<file path="src/rtl/mem_arbiter.sv">
// Two-master arbiter in front of a single-port RAM with lock support and 1-cycle read return.
// Define ARB_FIXED_PRIO_EN to make IDLE ties always go to m0 instead of round-robin.
module mem_arbiter #(
   parameter int MAX_LOCK = 8
) (
   input  logic        clk,
   input  logic        reset,
   input  logic        m0_req,
   input  logic        m0_lock,
   input  logic [31:0] m0_addr,
   input  logic [31:0] m0_wdata,
   input  logic [3:0]  m0_wstrb,
   output logic        m0_gnt,
   output logic        m0_rvalid,
   output logic [31:0] m0_rdata,
   input  logic        m1_req,
   input  logic        m1_lock,
   input  logic [31:0] m1_addr,
   input  logic [31:0] m1_wdata,
   input  logic [3:0]  m1_wstrb,
   output logic        m1_gnt,
   output logic        m1_rvalid,
   output logic [31:0] m1_rdata,
   output logic        ram_en,
   output logic [31:0] ram_addr,
   output logic [31:0] ram_wdata,
   output logic [3:0]  ram_wstrb,
   input  logic [31:0] ram_rdata
);

   localparam logic [1:0] IDLE  = 2'd0;
   localparam logic [1:0] LOCK0 = 2'd1;
   localparam logic [1:0] LOCK1 = 2'd2;
   localparam logic [7:0] LOCK_LAST = 8'(MAX_LOCK - 1);

   logic [1:0] state;
   logic [7:0] lock_cnt;
   logic       pend0;
   logic       pend1;
   logic       tie_to_m0;
   logic       exit0;
   logic       exit1;

`ifdef ARB_FIXED_PRIO_EN
   assign tie_to_m0 = 1'b1;
`else
   logic last_winner;
   // last_winner == 1 means m1 won most recently, so m0 takes the next tie.
   assign tie_to_m0 = last_winner;
`endif

   assign exit0 = (state == LOCK0) && (!m0_lock || lock_cnt == LOCK_LAST);
   assign exit1 = (state == LOCK1) && (!m1_lock || lock_cnt == LOCK_LAST);

   always_comb begin
      // NOTE: every output gets a default first so no path leaves it unassigned (no latch).
      m0_gnt = 1'b0;
      m1_gnt = 1'b0;
      case (state)
         LOCK0:   m0_gnt = m0_req;
         LOCK1:   m1_gnt = m1_req;
         default: begin
            if (m0_req && m1_req) begin
               m0_gnt = tie_to_m0;
               m1_gnt = !tie_to_m0;
            end else begin
               m0_gnt = m0_req;
               m1_gnt = m1_req;
            end
         end
      endcase
   end

   assign ram_en    = m0_gnt | m1_gnt;
   assign ram_addr  = m1_gnt ? m1_addr  : m0_addr;
   assign ram_wdata = m1_gnt ? m1_wdata : m0_wdata;
   assign ram_wstrb = m0_gnt ? m0_wstrb : (m1_gnt ? m1_wstrb : 4'b0000);

   assign m0_rvalid = pend0;
   assign m1_rvalid = pend1;
   assign m0_rdata  = pend0 ? ram_rdata : 32'h0;
   assign m1_rdata  = pend1 ? ram_rdata : 32'h0;

   // Grants stay combinational during reset; only the registered state is held.
   always_ff @(posedge clk) begin
      // NOTE: sequential state uses non-blocking assignments so all registers see pre-edge values.
      if (reset) begin
         state    <= IDLE;
         lock_cnt <= 8'd0;
         pend0    <= 1'b0;
         pend1    <= 1'b0;
      end else begin
         pend0 <= m0_gnt && (m0_wstrb == 4'b0000);
         pend1 <= m1_gnt && (m1_wstrb == 4'b0000);
         case (state)
            LOCK0: begin
               if (exit0) begin
                  state    <= IDLE;
                  lock_cnt <= 8'd0;
               end else begin
                  lock_cnt <= lock_cnt + 8'd1;
               end
            end
            LOCK1: begin
               if (exit1) begin
                  state    <= IDLE;
                  lock_cnt <= 8'd0;
               end else begin
                  lock_cnt <= lock_cnt + 8'd1;
               end
            end
            default: begin
               lock_cnt <= 8'd0;
               if (m0_gnt && m0_lock)
                  state <= LOCK0;
               else if (m1_gnt && m1_lock)
                  state <= LOCK1;
               else
                  state <= IDLE;
            end
         endcase
      end
   end

`ifndef ARB_FIXED_PRIO_EN
   always_ff @(posedge clk) begin
      if (reset)
         last_winner <= 1'b1;
      else if (state != LOCK0 && state != LOCK1 && ram_en)
         last_winner <= m1_gnt;
      else if (exit0)
         last_winner <= 1'b0;
      else if (exit1)
         last_winner <= 1'b1;
   end
`endif

endmodule

</file>
<file path="config.mk">
export PLATFORM = sky130hd
export DESIGN_NAME = mem_arbiter
export DESIGN_NICKNAME = d
export VERILOG_FILES = /design/src/rtl/mem_arbiter.sv
export SDC_FILE = /design/constraint.sdc
export NUM_CORES = 1
export LEC_CHECK = 0
export BUFFER_PORTS_ARGS = -buffer_cell sky130_fd_sc_hd__buf_4
export CORE_AREA = 3 3 119 121
export DETAILED_ROUTE_END_ITERATION = 8
export DIE_AREA = 0 0 122 124
export GPL_TIMING_DRIVEN = 0
export PLACE_DENSITY = 0.44
export SYNTH_ARGS = -nofsm -noshare
export SYNTH_HDL_FRONTEND = slang
export SYNTH_SLANG_ARGS = --single-unit
</file>
<file path="constraint.sdc">
create_clock -name clk -period 2.19 [get_ports clk]
set_input_delay 0.219 -clock clk [delete_from_list [all_inputs] [get_ports clk]]
set_output_delay 0.219 -clock clk [all_outputs]
set_load 0.02 [all_outputs]
</file>
==> qor.yml, run 1 <==
critical_path:
  slowest_stage: "dfxtp_2"
  crit_path_end_kind: "output port"
  rr_worst_depth: 8
  crit_arrival_ns: 2.07
  rrSetupSlack_ns: 0.57
  crit_type: "reg2out"
  r2r-start: "state[0]"
  cpPeakStageDelay_ns: 0.33
  crit_path_start: "state[0]"
  path_common_cell: "buf_12"
  cp-start-kind: "register"
  cp_max_fo: 5
  path_cells: "inv_2 -> ha_4 -> a21boi_4 -> o21ai_4 -> buf_12 -> buf_12 -> buf_12 -> mux2_4 -> buf_6"
  cp.required_ns: 1.97
  r2r_end: "m1_rvalid"
  crit_end: "ram_wdata[6]"
layout:
  final_nets: 744
  post_route_cells_drive_above_1_share_pct: 73.0
  area_growth_pct: 156
  insertedDiodeCount: 0
  finalNonFillerCells: 742
  final_cell_mix: "259 x buf_4, 64 x and2_1, 63 x buf_6"
  final_common_cell: "buf_4"
  fin_area_um2: 5430
grt:
  grt_max_degree: 11
  overflow: 0
  antenna_found_initial: 0
  grt_pass1_wl_um: 17300
  grt_pass1_vias: 3108
  grt.total_usage_pct: 14.8
cts:
  clkTransAtPathRegs_ns: 0.05
  root_buffer: "clkbuf_16"
  tritoncts: "built"
  clockBufferDepth: 2
  cts_buffers: 3
  htree_levels: 1
  clkLatencyLatePin_ns: 0.24
  hold_buffers: 0
  cts.sinks: 13
placed_design:
  io_buffer_count: 309
  place.gp.congestion: 0.759
  dp.cells: 721
  dp_hpwl_um: 10900
  place_area_um2: 4660
die:
  die_area_um2: 15100
  start_util_pct: 16.1
  ios: 311
  coreArea_um2: 13200
  num_rows: 42
  die_y_um: 124
  die_w_um: 122
synthesis:
  synth-edff-count: 0
  syn_area_um2: 2120
  yosysSeqAreaShare_pct: 12.3
  async_reset_ff_share_pct: 0
  ys_ff_latch: 13
  synth_cell_types: 42
  synth_area_per_cell_um2: 8.97
  yosys_warnings: 0
  synth_ff_type: "dfxtp_1"
  synthesis.nets: 413
  syn_inst: 236
sta:
  fmax_ghz: 0.437
  worst_slack_ns: -0.0971
  tightest_slew_ns: 0.359
  period_needed_ns: 2.29
  final_max_slew_viol_count: 0
  grt_setup_unrepaired: "yes"
  final-hold-violation-count: 0
  setup-violations-final: 46
  relSlewSlack_pct: 76.0
  fin_crit_sh_pct: 104
  clock_skew_ns: 0.00309
drt:
  num_vias: 3036
  drtIter0Drc: 121
  wire_per_inst_um: 17.4
  ant_nets: 0
  drc: 0
  finalWirelength_um: 12900
  via_per_inst: 4.09
  dr.pass1.iters: 4
min_path:
  hold_path_class: "in2reg"
  min_path_cells: 2
outcome:
  violations: "setup timing"
  outcome: "finished, violations left"
pwr:
  leakage_nw: 2.92
  p_total_mw: 1.87
  ir_drop_mv: 0.162
  powerDensity_nw_per_um2: 344
job:
  drv_cap: 0
[per-stage QoR]
stage          utilization, %  setup TNS (ns)  setup WS, ns  hold slack (ns)
2_1_floorplan               -               0         0.164            0.296
4_1_cts                  41.1           -4.81        -0.156            0.217
3_3_place_gp             35.3           -5.11        -0.139            0.469
6_report                 41.1           -2.07       -0.0971            0.214
5_1_grt                  41.1           -5.47        -0.156            0.234
3_5_place_dp             35.3           -6.48        -0.157            0.472
[worst max-delay path: cells and delay by family, from the launching register on]
family	cells	cell delay (ns)
buffers and inverters	5	0.59
AO/OA/AOI/OAI	2	0.30
multiplexers	1	0.31
flip-flops	1	0.33
adder cells (fa/ha/maj)	1	0.28
[report_power, final]
part / total [mW] / switching, mW / internal, mW
registers: 0.247 / 0.00552 / 0.242
logic: 1.28 / 0.506 / 0.770
clock network: 0.346 / 0.103 / 0.243
[flip-flops by register name (all words and copies together) (netlist names)]
| signal | cells |
|---|---|
| m1_rvalid | 1 |
| m0_rvalid | 1 |
| lock_cnt | 8 |
| state | 2 |
| last_winner | 1 |
[logic make-up (layout without fill, tap and decap cells)]
group,after synthesis,after routing,synth area share [%]
and+or+nand+nor,99,99,28.5
muxes,70,70,41.7
buffers and inverters,28,358,6.80
AOI/OAI and AO/OA,20,20,7.74
DFF,13,13,12.3
adders and majority gates,3,3,1.77
xor gates and xnor gates,3,3,1.24
[per-layer routing]
layer  GRT usage [%]  wire length (um)  share of wire (%)  vias up
li1                -                 -                  -     1480
met1            16.8              4590                 36     1361
met2            27.7              6900                 53      185
met3            4.00              1290                 10       10
met4            3.08               138                1.1        0
met5               0                 0                  0        -
[repair_timing]
action,in CTS,in global routing
resized for setup,127,1
gates cloned,3,1
endpoints found under the setup margin,71,70
buffers inserted,12,4
pin swaps,2,2
[synth_stat cells (2+ instances only)]
cell | count | share of area (%)
buf_2 | 3 | 0.71
nor2_1 | 5 | 0.89
dfxtp_1 | 13 | 12
o211ai_1 | 4 | 1.4
nand2_1 | 4 | 0.71
xor2_1 | 2 | 0.83
clkbuf_1 | 7 | 1.2
and2_1 | 64 | 19
buf_6 | 4 | 2.1
mux2_2 | 37 | 20
o21ai_0 | 3 | 0.71
ha_1 | 3 | 1.8
a21oi_1 | 3 | 0.71
mux2_4 | 27 | 19
inv_1 | 12 | 2.1
or3_1 | 3 | 0.89
nor2b_1 | 2 | 0.59
mux2i_1 | 6 | 2.8
nand2b_1 | 3 | 0.89
nor3_1 | 3 | 0.71
nand4_1 | 4 | 1.2
nand3_1 | 4 | 0.95
[area by class of cell]
class / instances / area [um^2]
flip-flops and latches: 13 / 263
clock inverters: 1 / 5.00
well taps: 176 / 220
inverters: 12 / 45.0
multi-input cells: 195 / 1880
clock buffers: 3 / 75.1
plain buffers: 14 / 146
repair buffers: 328 / 2790
fillers: 1348 / 7760
[worst min path at each step]
stage | from | to | slack (ns)
detailed placement | reset | m1_rvalid | 0.47
finish | reset | m1_rvalid | 0.21
CTS | reset | m1_rvalid | 0.22
floorplan | reset | m1_rvalid | 0.30
global route | reset | m1_rvalid | 0.23
global placement | lock_cnt[0] | lock_cnt[0] | 0.47
Power figures use the tool's default switching activity.
==> run 2: changes to the inputs <==
--- a/config.mk
+++ b/config.mk
@@ -7,10 +7,12 @@
 export LEC_CHECK = 0
 export BUFFER_PORTS_ARGS = -buffer_cell sky130_fd_sc_hd__buf_4
 export CORE_AREA = 3 3 119 121
+export CTS_CLUSTER_SIZE = 20
 export DETAILED_ROUTE_END_ITERATION = 8
 export DIE_AREA = 0 0 122 124
 export GPL_TIMING_DRIVEN = 0
 export PLACE_DENSITY = 0.44
+export REMOVE_ABC_BUFFERS = 1
 export SYNTH_ARGS = -nofsm -noshare
 export SYNTH_HDL_FRONTEND = slang
 export SYNTH_SLANG_ARGS = --single-unit
==> run 2 against run 1 <==
The flow still finishes with violations (setup timing). Register-to-register slack better by 0.06 ns. Clock skew fell by 0.0021 ns. Critical endpoint is now ram_addr[28]. Largest cell class unchanged. Largest power group unchanged. Flip-flop and latch count is the same.
==> qor.yml, run 2 (synthesis results as in run 1) <==
outcome:
  outcome: "finished, violations left"
  violations: "setup timing"
grt:
  grt.total_usage_pct: 15.4
  grt_max_degree: 34
  overflow: 0
  grt_pass1_wl_um: 17600
  antenna_found_initial: 0
  grt_pass1_vias: 2886
layout:
  insertedDiodeCount: 0
  post_route_cells_drive_above_1_share_pct: 73.4
  final_nets: 730
  fillerInstances: 1347
  final_cell_mix: "265 x buf_4, 64 x and2_1, 54 x buf_6"
  area_growth_pct: 147
  final_common_cell: "buf_4"
  multi_input_area_um2: 1830
  seqCellArea_um2: 263
  reg_top3: "lock_cnt (8), state (2)"
  fin_area_um2: 5240
  largest_reg_flops: 8
  postLayoutCoreUtil_pct: 39.7
  top_register: "lock_cnt"
cts:
  hold_buffers: 0
  clkLatencyLatePin_ns: 0.24
  clockBufferDepth: 2
  cts.sinks: 13
  clkTransAtPathRegs_ns: 0.04
  tritoncts: "built"
  root_buffer: "clkbuf_16"
  htree_levels: 1
  cts_buffers: 3
placed_design:
  dp_hpwl_um: 11200
  dpl_worst_slack_ns: -0.771
  place.gp.congestion: 0.780
  place_area_um2: 4610
  io_buffer_count: 310
critical_path:
  r2r-start: "state[0]"
  cp-start-kind: "register"
  rr_worst_depth: 7
  crit_path_start: "state[0]"
  cp.required_ns: 1.97
  crit_type: "reg2out"
  crit_arrival_ns: 2.07
  rrSetupSlack_ns: 0.63
  r2r_end: "m0_rvalid"
  cp_max_fo: 7
  crit_end: "ram_addr[28]"
  crit_path_end_kind: "output port"
pwr:
  leakage_nw: 2.79
  powerDensity_nw_per_um2: 347
  ir_drop_mv: 0.220
  p_total_mw: 1.82
sta:
  final-hold-violation-count: 0
  clock_skew_ns: 0.000975
  fmax_ghz: 0.437
  grt_setup_unrepaired: "yes"
  relSlewSlack_pct: 34.9
  tightest_slew_ns: 0.975
  worst_slack_ns: -0.0981
  fin_crit_sh_pct: 104
  final_max_slew_viol_count: 0
  period_needed_ns: 2.29
  hold_ws_ns: 0.213
  setup-violations-final: 52
die:
  num_rows: 42
  coreArea_um2: 13200
  die_area_um2: 15100
  start_util_pct: 16.1
  ios: 311
  die_w_um: 122
  die_y_um: 124
drt:
  via_per_inst: 4.08
  finalWirelength_um: 13200
  ant_nets: 0
  drtIter0Drc: 58
  num_vias: 2968
  wire_per_inst_um: 18.2
  drc: 0
  dr.pass1.iters: 4
job:
  drv_cap: 0
min_path:
  hold_start: "reset"
  hold_path_class: "in2reg"
run 2: stage by stage:
stage / cells / setup TNS (ns)
6_report: 728 / -3.00
2_1_floorplan: 220 / -110.17
3_5_place_dp: 708 / -35.47
3_3_place_gp: 706 / -178.79
5_1_grt: 728 / -7.01
4_1_cts: 728 / -3.57
run 2: what timing repair did:
| action | 4_1_cts | 5_1_grt |
|---|---|---|
| setup buffers | 12 | 2 |
| setup endpoints to repair | 71 | 66 |
| cloned | 4 | 0 |
| pin swaps | 2 | 1 |
| resized for setup | 91 | 6 |
run 2: worst min path at each step:
stage	slack (ns)	depth (start not counted)	endpoint
floorplan	0.30	1	m1_rvalid
global placement	0.46	2	m1_rvalid
detailed placement	0.46	2	m1_rvalid
CTS	0.21	2	m1_rvalid
global route	0.22	2	m0_rvalid
finish	0.21	2	m1_rvalid
run 2: layer usage:
layer / global-route usage (%) / wire (um)
met4: 1.26 / 27
met5: 0 / 0
met2: 30.1 / 7280
met3: 3.54 / 1190
met1: 17.5 / 4730
run 2: critical path: stages (launching register included):
cell and delay [ns]:
dfxtp_2 0.32, inv_2 0.04, ha_4 0.28, a21boi_4 0.21, o21ai_4 0.09, buf_12 0.13, buf_12 0.14, buf_4 0.13
mux2_4 0.33, buf_6 0.14
run 2: layout make-up:
| cell class | count | area share [%] |
|---|---|---|
| repair buffers | 328 | 53.5 |
| multi-input cells | 195 | 34.9 |
| flip-flops and latches | 13 | 5.02 |
| well taps | 176 | 4.20 |
| clock buffers | 4 | 1.50 |
| inverters | 12 | 0.860 |
run 2: report_power, final:
part           internal (mW)  switching, mW
clock                  0.245         0.0943
combinational          0.723          0.508
sequential             0.242        0.00714
==> run 3: changes to the inputs <==
--- a/config.mk
+++ b/config.mk
@@ -6,13 +6,14 @@
 export NUM_CORES = 1
 export LEC_CHECK = 0
 export BUFFER_PORTS_ARGS = -buffer_cell sky130_fd_sc_hd__buf_4
-export CORE_AREA = 3 3 119 121
+export CORE_AREA = 2 2 121 123
 export CTS_CLUSTER_SIZE = 20
 export DETAILED_ROUTE_END_ITERATION = 8
-export DIE_AREA = 0 0 122 124
+export DIE_AREA = 0 0 123 125
 export GPL_TIMING_DRIVEN = 0
-export PLACE_DENSITY = 0.44
+export PLACE_DENSITY = 0.43
 export REMOVE_ABC_BUFFERS = 1
+export SKIP_LAST_GASP = 1
 export SYNTH_ARGS = -nofsm -noshare
 export SYNTH_HDL_FRONTEND = slang
 export SYNTH_SLANG_ARGS = --single-unit
==> run 3 against run 2 <==
The flow still finishes with violations (setup timing). Maximum frequency fell by 1.7%. Largest cell class unchanged. Worst setup slack got worse by 0.040 ns. Global-route usage fell by 0.72 points. Count of clock-buffer cells in the layout did not move. Clock power rose by 1%. First-iteration DRC count fell by 26%. Hold slack got worse by 0.0021 ns. Largest power group unchanged. Sequential power barely moved. Routed wire length fell by 7.0%. Clock skew rose by 0.0012 ns. Cell area fell by 0.76%. Register-to-register slack got worse by 0.09 ns.
==> qor.yml, run 3 (synthesis results as in run 1) <==
outcome:
  outcome: "finished, violations left"
  violations: "setup timing"
die:
  die_area_um2: 15400
  die_y_um: 125
  num_rows: 44
  ios: 311
  die_w_um: 123
  start_util_pct: 14.9
  coreArea_um2: 14200
placed_design:
  place.gp.congestion: 0.850
  io_buffer_count: 310
  dp_hpwl_um: 10100
sta:
  grt_setup_unrepaired: "yes"
  fmax_ghz: 0.430
  tightest_slew_ns: 0.909
  setup-violations-final: 55
  period_needed_ns: 2.33
  final_max_slew_viol_count: 0
  fin_crit_sh_pct: 106
  final-hold-violation-count: 0
  tns_ns: -3.78
  clock_skew_ns: 0.00215
  relSlewSlack_pct: 39.3
  worst_slack_ns: -0.138
pwr:
  leakage_nw: 2.74
  powerDensity_nw_per_um2: 346
  p_total_mw: 1.80
  ir_drop_mv: 0.200
critical_path:
  cp_max_fo: 8
  path_cells: "inv_2 -> ha_4 -> a21boi_4 -> o21ai_4 -> buf_12 -> buf_16 -> buf_16 -> mux2_4 -> buf_6"
  path_common_cell: "buf_16"
  cp_top_family: "buffers and inverters"
  crit_end: "ram_wdata[28]"
  crit_path_end_kind: "output port"
  r2r-start: "state[0]"
  cpPeakStageDelay_ns: 0.33
  path_buf_inv: 5
  crit_cells: 9
  r2r_end: "m1_rvalid"
  slowest_stage: "dfxtp_2"
  crit_type: "reg2out"
  rrSetupSlack_ns: 0.54
  rr_worst_depth: 8
  cp-start-kind: "register"
  crit_path_start: "state[0]"
  crit_arrival_ns: 2.11
  cp.required_ns: 1.97
layout:
  post_route_cells_drive_above_1_share_pct: 73.5
  insertedDiodeCount: 0
  reg_top3: "lock_cnt (8), state (2)"
  postLayoutCoreUtil_pct: 36.6
  multi_input_area_um2: 1770
  top_register: "lock_cnt"
  final_common_cell: "buf_4"
  largest_reg_flops: 8
  final_cell_mix: "280 x buf_4, 64 x and2_1, 40 x buf_6"
  area_growth_pct: 146
  final_nets: 733
  fillerInstances: 1492
  seqCellArea_um2: 263
job:
  drv_cap: 0
cts:
  clkTransAtPathRegs_ns: 0.04
  tritoncts: "built"
  htree_levels: 1
  clockBufferDepth: 2
  cts_buffers: 3
  cts.sinks: 13
  root_buffer: "clkbuf_16"
  clkLatencyLatePin_ns: 0.24
min_path:
  hold_path_class: "in2reg"
drt:
  drc: 0
  drtIter0Drc: 43
  ant_nets: 0
  finalWirelength_um: 12300
  wire_per_inst_um: 16.6
  dr.pass1.iters: 4
  via_per_inst: 4.07
  num_vias: 3008
grt:
  grt_pass1_wl_um: 17000
  grt_max_degree: 34
  overflow: 0
  grt.total_usage_pct: 14.6
  antenna_found_initial: 0
  grt_pass1_vias: 2898
-- run 3: metal layers --
layer / up-vias / global-route usage, % / wire length [um]
met5: - / 0 / 0
met4: 0 / 2.21 / 118
met3: 9 / 4.15 / 1400
met2: 192 / 28.4 / 6580
met1: 1349 / 15.7 / 4210
li1: 1458 / - / -
-- run 3: worst reg2reg max path: cells and delay by family (launching register included) --
kind / cells / cell delay [ns]
buffers and inverters: 4 / 0.49
flip-flops: 1 / 0.33
adder cells (fa/ha/maj): 1 / 0.29
AO/OA/AOI/OAI: 2 / 0.29
AND/OR/NAND/NOR: 1 / 0.17
-- run 3: power by group --
| group | internal (mW) | switching, mW |
|---|---|---|
| combinational | 0.708 | 0.498 |
| sequential | 0.242 | 0.00752 |
| clock | 0.245 | 0.0977 |
| total | 1.19 | 0.603 |
-- run 3: timing repair --
item	CTS	global route
setup buffers	14	2
hold buffers	0	0
setup endpoints to repair	71	70
gates cloned	4	2
resized for setup	36	31
pin swaps	2	0
-- run 3: how the worst min path moves through the flow --
stage / slack [ns] / end / from / depth (start not counted)
after floorplan: 0.30 / m1_rvalid / reset / 1
after global placement: 0.45 / m1_rvalid / reset / 2
after detailed placement: 0.46 / m1_rvalid / reset / 2
after CTS: 0.20 / m1_rvalid / reset / 2
after global routing: 0.23 / m1_rvalid / reset / 2
final: 0.21 / m1_rvalid / reset / 2
-- run 3: through the flow --
step           hold slack (ns)  worst slack, ns  instance area (um^2)  std cells
2_1_floorplan            0.296            -1.68                  2020        220
3_3_place_gp             0.452            -2.56                  4580        714
3_5_place_dp             0.464           -0.530                  4660        717
4_1_cts                  0.204           -0.140                  5080        738
5_1_grt                  0.227           -0.197                  5200        739
6_report                 0.211           -0.138                  5200        739
-- run 3: final cells by class --
class,count,area share [%]
inverter,12,0.866
sequential,13,5.05
multi-input combinational,195,34.1
clock buffer,4,1.52
timing repair buffer,331,54.1
tap,184,4.43
